===== config.mk =====
export PLATFORM = sky130hd
export DESIGN_NAME = clusterv_sram_arbiter
export DESIGN_NICKNAME = d
export VERILOG_FILES = /design/src/rtl/clusterv_sram_arb_pkg.sv /design/src/rtl/clusterv_rr_arb2.sv /design/src/rtl/clusterv_sram_arbiter.sv
export SDC_FILE = /design/constraint.sdc
export NUM_CORES = 1
export LEC_CHECK = 0
export CAP_MARGIN = 20
export CORE_AREA = 2 2 110 112
export CTS_CLUSTER_SIZE = 14
export DETAILED_ROUTE_END_ITERATION = 8
export DIE_AREA = 0 0 112 114
export PLACE_DENSITY_LB_ADDON = 0.15
export REMOVE_ABC_BUFFERS = 1
export SLEW_MARGIN = 10
export SYNTH_ARGS = -nofsm -noshare
export SYNTH_HDL_FRONTEND = slang
export SYNTH_SLANG_ARGS = --single-unit

===== constraint.sdc =====
create_clock -name clock -period 1.9 [get_ports clock]
set_clock_uncertainty 0.2 [all_clocks]
set_input_delay 0.19 -clock clock [delete_from_list [all_inputs] [get_ports clock]]
set_output_delay 0.19 -clock clock [all_outputs]
set_load 0.005 [all_outputs]

===== src/rtl/clusterv_sram_arb_pkg.sv =====
// Shared definitions for the tile SRAM arbiter.
// Contents: FSM state encoding and port-index constants.
package clusterv_sram_arb_pkg;

    typedef enum logic [1:0] {
        StIdle = 2'd0,
        StCmd  = 2'd1,
        StResp = 2'd2
    } arb_state_e;

    // Port indices: core-side interconnect path and host/DMA initiator.
    localparam logic PortCore = 1'b0;
    localparam logic PortHost = 1'b1;

endpackage


===== src/rtl/clusterv_rr_arb2.sv =====
// Two-requester round-robin arbiter.
// Ports:
//   clock, reset_n : clock and asynchronous active-low reset
//   req[1:0]       : request per port
//   grant_en       : arbitration allowed this cycle
//   gnt[1:0]       : one-hot grant (zero when disabled or no request)
// The last_grant register resets to the host port so the core port wins the first tie.
module clusterv_rr_arb2
    import clusterv_sram_arb_pkg::*;
(
    input  logic       clock,
    input  logic       reset_n,
    input  logic [1:0] req,
    input  logic       grant_en,
    output logic [1:0] gnt
);

    logic last_grant_q;

    always_comb begin
        gnt = 2'b00;
        if (grant_en) begin
            case (req)
                2'b01:   gnt = 2'b01;
                2'b10:   gnt = 2'b10;
                // On a tie the port that did not win last time goes first.
                2'b11:   gnt = (last_grant_q == PortCore) ? 2'b10 : 2'b01;
                default: gnt = 2'b00;
            endcase
        end
    end

    always_ff @(posedge clock or negedge reset_n) begin
        if (!reset_n) begin
            last_grant_q <= PortHost;
        end else if (|gnt) begin
            last_grant_q <= gnt[1];
        end
    end

endmodule


===== src/rtl/clusterv_sram_arbiter.sv =====
// Shares one single-port SRAM macro between two Wishbone classic initiators.
// Ports:
//   clock, reset_n            : clock and asynchronous active-low reset
//   pN_adr/dat_w/sel/we       : initiator N command (byte address, data, byte enables)
//   pN_cyc/stb                : initiator N Wishbone cycle and strobe
//   pN_ack/dat_r              : initiator N acknowledge and read data (zero unless acked)
//   sram_csb/web/wmask/addr   : registered macro command (csb, web active-low)
//   sram_dat_w / sram_dat_r   : macro write data / read data
// Each access runs IDLE -> CMD (csb low) -> RESP (ack), so ack follows the request
// edge by two cycles and the macro sees at most one access every three cycles.
module clusterv_sram_arbiter
    import clusterv_sram_arb_pkg::*;
#(
    parameter int unsigned SRAM_ADR_WIDTH = 8,
    parameter int unsigned DAT_WIDTH      = 32
) (
    input  logic                      clock,
    input  logic                      reset_n,
    input  logic [31:0]               p0_adr,
    input  logic [DAT_WIDTH-1:0]      p0_dat_w,
    output logic [DAT_WIDTH-1:0]      p0_dat_r,
    input  logic                      p0_cyc,
    input  logic                      p0_stb,
    input  logic                      p0_we,
    input  logic [DAT_WIDTH/8-1:0]    p0_sel,
    output logic                      p0_ack,
    input  logic [31:0]               p1_adr,
    input  logic [DAT_WIDTH-1:0]      p1_dat_w,
    output logic [DAT_WIDTH-1:0]      p1_dat_r,
    input  logic                      p1_cyc,
    input  logic                      p1_stb,
    input  logic                      p1_we,
    input  logic [DAT_WIDTH/8-1:0]    p1_sel,
    output logic                      p1_ack,
    output logic                      sram_csb,
    output logic                      sram_web,
    output logic [DAT_WIDTH/8-1:0]    sram_wmask,
    output logic [SRAM_ADR_WIDTH-1:0] sram_addr,
    output logic [DAT_WIDTH-1:0]      sram_dat_w,
    input  logic [DAT_WIDTH-1:0]      sram_dat_r
);

    arb_state_e state_q, state_d;

    logic [1:0]                req;
    logic [1:0]                gnt;
    logic                      grant_en;

    logic                      win_port;
    logic                      win_we;
    logic [31:0]               win_adr;
    logic [DAT_WIDTH-1:0]      win_dat_w;
    logic [DAT_WIDTH/8-1:0]    win_sel;

    logic                      gnt_port_q;
    logic                      we_q;
    logic                      abandon_q;
    logic                      gnt_cyc;
    logic                      resp_ack;

    logic                      csb_q;
    logic                      web_q;
    logic [DAT_WIDTH/8-1:0]    wmask_q;
    logic [SRAM_ADR_WIDTH-1:0] addr_q;
    logic [DAT_WIDTH-1:0]      dat_w_q;

    // Bits outside the word index are intentionally ignored; decode lives upstream.
    logic unused_adr;
    assign unused_adr = ^{p0_adr[31:SRAM_ADR_WIDTH+2], p0_adr[1:0],
                          p1_adr[31:SRAM_ADR_WIDTH+2], p1_adr[1:0]};

    assign req      = {p1_cyc & p1_stb, p0_cyc & p0_stb};
    assign grant_en = (state_q == StIdle);

    clusterv_rr_arb2 u_rr_arb2 (
        .clock    (clock),
        .reset_n  (reset_n),
        .req      (req),
        .grant_en (grant_en),
        .gnt      (gnt)
    );

    always_comb begin
        win_port  = gnt[PortHost];
        win_we    = win_port ? p1_we    : p0_we;
        win_adr   = win_port ? p1_adr   : p0_adr;
        win_dat_w = win_port ? p1_dat_w : p0_dat_w;
        win_sel   = win_port ? p1_sel   : p0_sel;
    end

    always_comb begin
        state_d = state_q;
        case (state_q)
            StIdle:  if (|gnt) state_d = StCmd;
            StCmd:   state_d = StResp;
            StResp:  state_d = StIdle;
            default: state_d = StIdle;
        endcase
    end

    always_ff @(posedge clock or negedge reset_n) begin
        if (!reset_n) begin
            state_q <= StIdle;
        end else begin
            state_q <= state_d;
        end
    end

    // Command is latched at grant so the macro sees it for exactly the CMD cycle.
    always_ff @(posedge clock or negedge reset_n) begin
        if (!reset_n) begin
            gnt_port_q <= PortCore;
            we_q       <= 1'b0;
            abandon_q  <= 1'b0;
            csb_q      <= 1'b1;
            web_q      <= 1'b1;
            wmask_q    <= '0;
            addr_q     <= '0;
            dat_w_q    <= '0;
        end else begin
            case (state_q)
                StIdle: begin
                    if (|gnt) begin
                        gnt_port_q <= win_port;
                        we_q       <= win_we;
                        abandon_q  <= 1'b0;
                        csb_q      <= 1'b0;
                        web_q      <= ~win_we;
                        wmask_q    <= win_we ? win_sel : '0;
                        addr_q     <= win_adr[SRAM_ADR_WIDTH+1:2];
                        dat_w_q    <= win_dat_w;
                    end
                end
                StCmd: begin
                    csb_q <= 1'b1;
                    web_q <= 1'b1;
                    // Initiator gave up: the macro access completes but is not acked.
                    if (!gnt_cyc) abandon_q <= 1'b1;
                end
                default: begin
                end
            endcase
        end
    end

    assign sram_csb   = csb_q;
    assign sram_web   = web_q;
    assign sram_wmask = wmask_q;
    assign sram_addr  = addr_q;
    assign sram_dat_w = dat_w_q;

    assign gnt_cyc  = gnt_port_q ? p1_cyc : p0_cyc;
    assign resp_ack = (state_q == StResp) && !abandon_q && gnt_cyc;

    always_comb begin
        p0_ack   = 1'b0;
        p1_ack   = 1'b0;
        p0_dat_r = '0;
        p1_dat_r = '0;
        if (resp_ack) begin
            if (gnt_port_q == PortHost) begin
                p1_ack = 1'b1;
                if (!we_q) p1_dat_r = sram_dat_r;
            end else begin
                p0_ack = 1'b1;
                if (!we_q) p0_dat_r = sram_dat_r;
            end
        end
    end

endmodule


After elaboration in Yosys (flattened, before gate mapping)
Cells that the tools add are included.

Logic and storage cells: 55. Bits in registers: 52. Output and inout port bits: 112.

Mux-type cells: 26. Bitwise logic cells: 3. Reduce and logical (&&, ||, !) cells: 9. Equal/unequal tests: 7.

Operators by type and width (number): 32-bit 2-to-1 mux (6); 10-bit 2-to-1 mux (1); 1-bit 2-to-1 mux (9); 4-bit 2-to-1 mux (2); 2-bit == test (second input constant) (3); 2-bit 2-to-1 mux (3); 1-bit case mux with 2 select lines (3); 2-bit case mux with 3 select lines (1); 2-bit by 1-bit == test with 1-bit output (second input constant) (2); 2-bit case mux with 2 select lines (1); 2-bit AND reduction (2); 3-bit AND reduction (1); 1-bit bitwise AND (2); 1-bit logical AND (2); 2-bit logical NOT (1); 2-bit by 1-bit inequality test with 1-bit output (second input constant) (1); 2-bit inequality test (second input constant) (1); 2-bit nonzero test (1); 2-bit OR reduction (1); 1-bit logical NOT (1); 1-bit NOT (1).

Longest topological paths before layout
Gate-level depths: netlist of run 1.

Depth after elaboration: 8. Mapped depth: 6. Mapped depth without buffers: 4.

By module
Synthesis of run 1 repeated with hierarchy kept, for this count alone.

Cell total of the unflattened synthesis: 283. Area, all modules: 3204.3 µm².

By module, submodules not included: clusterv_sram_arbiter (seq. area each 1278.7 µm², area an instance 3141.8 µm², instances 1, cells each 275); clusterv_rr_arb2 (seq. area each 26.3 µm², area an instance 62.6 µm², instances 1, cells each 8).

Worst setup path after synthesis of run 1
OpenSTA, ideal clock, no wires.

Path type: flip-flop to flip-flop. Start point: reg u_rr_arb2.last_grant_q. End point: reg addr_q[0], in the netlist sram_addr[0]. Setup time: 0.132 ns. Stages on the path, launching flop included: 7. Data required time: 1.568 ns. Path slack: 0.296 ns. Arrival time: 1.272 ns. Clock period less this slack: 1.604 ns. Path buffers: 2. Cells stage by stage: dfstp_2 > nand3_1 > nand4_1 > buf_6 > buf_6 > mux2i_1 > o21ai_1.

Cells in the longest elaborated chain, start to end: 5.

Ends and longest elaborated chain: from (decl) (RTL line clusterv_rr_arb2.sv:18) `logic last_grant_q;`; from (signal assigned) (RTL line clusterv_rr_arb2.sv:35) `last_grant_q <= PortHost;`; from (signal assigned) (RTL line clusterv_rr_arb2.sv:37) `last_grant_q <= gnt[1];`; 2-bit 2-to-1 mux * (RTL line clusterv_rr_arb2.sv:27) `2'b11: gnt = (last_grant_q == PortCore) ? 2'b10 : 2'b01;`; 2-bit case mux with 3 select lines * (RTL line clusterv_rr_arb2.sv:23) `case (req)`; 2-bit 2-to-1 mux * (RTL line clusterv_rr_arb2.sv:22) `if (grant_en) begin`; 2-bit OR reduction (RTL line clusterv_sram_arbiter.sv:123) `if (|gnt) begin`; 2-bit AND reduction (no line); to (signal assigned) (RTL line clusterv_sram_arbiter.sv:130) `addr_q <= win_adr[SRAM_ADR_WIDTH+1:2];`; to (decl) (RTL line clusterv_sram_arbiter.sv:64) `logic [SRAM_ADR_WIDTH-1:0] addr_q;`.

Every way passes the cells marked *; elsewhere a longest branch is shown, timed or not. A chain may end at the register's enable or synchronous reset.

Worst setup path in the final report of run 1
Start point: reg state_q[0]. End point: out p0_dat_r[29].

Cells in the longest elaborated chain, start to end: 4.

Ends and longest elaborated chain: from (decl) (RTL line clusterv_sram_arbiter.sv:43) `arb_state_e state_q, state_d;`; from (signal assigned) (RTL line clusterv_sram_arbiter.sv:103) `state_q <= StIdle;`; from (signal assigned) (RTL line clusterv_sram_arbiter.sv:105) `state_q <= state_d;`; 2-bit == test (RTL line clusterv_sram_arbiter.sv:153) `assign resp_ack = (state_q == StResp) && !abandon_q && gnt_cyc;`; 1-bit logical AND (2 in series) (RTL line clusterv_sram_arbiter.sv:153); 32-bit 2-to-1 mux (RTL line clusterv_sram_arbiter.sv:160) `if (resp_ack) begin`; to (decl) (RTL line clusterv_sram_arbiter.sv:21) `output logic [DAT_WIDTH-1:0] p0_dat_r,`.

Every way passes these cells.

==> results.json, run 1 <==
{
  "hpwl_um": 7800,
  "fmax_mhz": 448,
  "grt_start_max_net_pins": 53,
  "place.port_buffers": 239,
  "vias": 3285,
  "min_period_ns": 2.23,
  "cts-buffers-inserted": 5,
  "finalWirelength_um": 10900,
  "cts_max_level": 2,
  "ant_nets": 0,
  "worst_path_max_delay_cell": "dfrtp_1",
  "final_hold_viol_count": 0,
  "fp-row-count": 40,
  "worstSkewPairLatency_ns": 0.28,
  "clk_pin_slew_ns": 0.07,
  "p_switching_mw": 1.47,
  "syn_area_per_cell_um2": 8.73,
  "initial_core_util_pct": 24.5,
  "status": "finished with violations",
  "drive_gt1_share_pct": 30.2,
  "internal_power_mw": 3.25,
  "worstReg2RegStart": "state_q[0]$_DFFE_PN0P_",
  "grt_usage_pct": 14.2,
  "swShare_pct": 31.1,
  "r2r-end": "sram_dat_w[13]$_DFFE_PN0P_",
  "synthCells": 329,
  "crit_start": "state_q[0]$_DFFE_PN0P_",
  "ctsRootBufferMaster": "clkbuf_16",
  "grt_pass1_wl_um": 14500,
  "holdCritPathClass": "input port to asynchronous set/reset pin",
  "fp.dieH_um": 114,
  "fin_nets": 776,
  "ir_worst_vdd_mv": 0.337,
  "ys_warn_count": 0,
  "finalSetupViolations": 63,
  "synth_area_um2": 2870,
  "drt_iter0_drc": 102,
  "layout_commonest_cell": "clkdlybuf4s50_1",
  "critical_path_class": "flop to output port",
  "core_um2": 11700,
  "drv_cap": 0,
  "worst-path-buf-inv": 5,
  "ys_ff_latch": 52,
  "path_cells": "nor3b_4, buf_4, nand3b_1, buf_6, buf_6, clkbuf_16, nor2_2, buf_2",
  "worst_slew_pin_slew_ns": 0.271,
  "path_delay_family": "buffers and inverters",
  "cts_buffer_depth": 2,
  "p_per_area_nw_per_um2": 763,
  "p_clk_share_pct": 18.2,
  "violations": "setup timing",
  "required_ns": 1.51,
  "setup_ws_ns": -0.332,
  "routedWlPerCell_um": 14.5,
  "firstDrtPassIters": 4,
  "overflow": 0,
  "slew_violations": 0,
  "timing.setup.tns_ns": -12.86,
  "gp_congestion": 0.863,
  "grt_pass1_vias": 3050,
  "antenna_found_initial": 1,
  "synth_cell_types": 25,
  "ys_seq_area_share_pct": 45.4,
  "critPathMostFrequentCell": "buf_6",
  "min_period_over_period_pct": 117,
  "worstRegToRegCells": 8,
  "mostFrequentLayoutCells": "clkdlybuf4s50_1 (172), nand2_1 (50), dfrtp_1 (49), buf_2 (48), mux2i_1 (44)",
  "post-route-drc-count": 0,
  "relSlewSlack_pct": 81.6,
  "die_width_um": 112,
  "cts_tree": "done",
  "cp-start-kind": "flop",
  "ff2ff_setup_slack_ns": 0.08,
  "worstPathMaxFanout": 8,
  "power_frac_seq_pct": 35.0,
  "cp-end-kind": "output port",
  "viasPerCell": 4.39,
  "fp.dieArea_um2": 12800,
  "p_leak_nw": 2.98,
  "power_frac_comb_pct": 46.8,
  "io_pins": 288,
  "finalHoldWorstSlack_ns": 0.225,
  "clock-sinks": 52,
  "area_growth_pct": 115,
  "cp_data_arrival_time_ns": 1.84,
  "slowest_delay_ns": 0.40,
  "rsz0062_at_grt": "yes"
}
==> area by class of cell <==
cell class	instances	area (µm²)
Sequential cell	52	1310
Fill cell	1087	5530
Clock inverter	2	12.5
Inverter	3	11.3
Multi-Input combinational cell	250	1760
Antenna cell	1	2.50
Timing Repair Buffer	288	2790
Clock buffer	5	125
Tap cell	147	184
==> per-layer routing <==
| metal | routed length (µm) | share of wire [%] | vias up | track usage [%] |
|---|---|---|---|---|
| met5 | 0 | 0 | - | 0 |
| met4 | 200 | 1.8 | 0 | 5.61 |
| met3 | 1130 | 10 | 14 | 6.38 |
| met2 | 5460 | 50 | 171 | 24.8 |
| met1 | 4100 | 38 | 1480 | 15.2 |
| li1 | - | - | 1620 | - |
==> cells in the mapped netlist (all sizes together) <==
| library cell | n | area, µm² |
|---|---|---|
| a21o | 2 | 15.0 |
| a22o | 1 | 8.76 |
| a22oi | 1 | 7.51 |
| and3b | 1 | 8.76 |
| buf | 12 | 87.6 |
| clkbuf | 12 | 46.3 |
| dfrtp | 49 | 1230 |
| dfstp | 3 | 78.8 |
| inv | 3 | 11.3 |
| mux2i | 46 | 473 |
| nand2 | 50 | 188 |
| nand2b | 34 | 213 |
| nand3 | 2 | 10.0 |
| nand3b | 1 | 7.51 |
| nand4 | 1 | 6.26 |
| nor2 | 65 | 246 |
| nor2b | 1 | 6.26 |
| nor3b | 1 | 12.5 |
| o21ai | 44 | 220 |
==> worst max path at each step <==
| stage | end | slack, ns | depth (start not counted) |
|---|---|---|---|
| 6_report | p0_dat_r[29] | -0.33 | 8 |
| 5_1_grt | p0_dat_r[29] | -0.42 | 8 |
| 4_1_cts | p1_dat_r[11] | -0.44 | 5 |
| 3_5_place_dp | p1_dat_r[11] | -0.22 | 5 |
| 3_3_place_gp | p1_dat_r[11] | -0.23 | 5 |
| 2_1_floorplan | sram_web$_DFFE_PN1P_ | -1.89 | 4 |
==> per-stage QoR <==
step,util (%),cell area [µm²],setup WS (ns),std cells,power [mW]
floorplan,-,2740,-1.89,305,2.36
global placement,47.8,5600,-0.227,712,3.64
detailed placement,47.8,5600,-0.220,712,3.67
CTS,49.0,5740,-0.443,720,4.56
global route,52.8,6180,-0.418,747,5.04
finish,52.8,6180,-0.332,748,4.72
==> power by group through the flow <==
stage,Combinational (mW),Sequential [mW],Clock (mW)
after floorplan,0.656,1.71,0
after global placement,1.99,1.65,0
after detailed placement,2.01,1.66,0
after CTS,2.01,1.65,0.904
after global routing,2.41,1.70,0.935
final,2.21,1.65,0.860
==> cells by family (layout without fill, tap and decap cells) <==
group	Yosys count	after routing	synth area share, %
AO/OA/AOI/OAI	48	48	8.75
buffers and inverters	27	298	5.05
flip-flops	52	52	45.4
multiplexers	46	46	16.5
other	0	1	0
AND/OR/NAND/NOR	156	156	24.3
==> sequential cells by signal (all words and copies together) (netlist names) <==
| name | count |
|---|---|
| abandon_q | 1 |
| gnt_port_q | 1 |
| sram_addr | 8 |
| sram_csb | 1 |
| sram_dat_w | 32 |
| sram_web | 1 |
| sram_wmask | 4 |
| state_q | 2 |
| u_rr_arb2.last_grant_q | 1 |
| we_q | 1 |
==> worst register-to-register path, delay by kind of cell, from the launching register on <==
kind	cells	cell delay [ns]
AO/OA/AOI/OAI	1	0.08
buffers and inverters	4	0.62
flip-flops	1	0.40
multiplexers	1	0.19
AND/OR/NAND/NOR	2	0.21
==> repair_timing <==
item,in CTS,in global routing
hold endpoints to repair,52,0
setup buffers,0,19
gates cloned,0,8
resized for setup,105,224
pin swaps,2,23
setup endpoints to repair,66,67
hold buffers,1,0
(Power assumes the default switching activity.)
==> run 2, diff against run 1 <==
Settings changed: CTS_CLUSTER_DIAMETER set to 120.
==> results of run 2 <==
Final layout, timing and power as in run 1 (identical DEF).
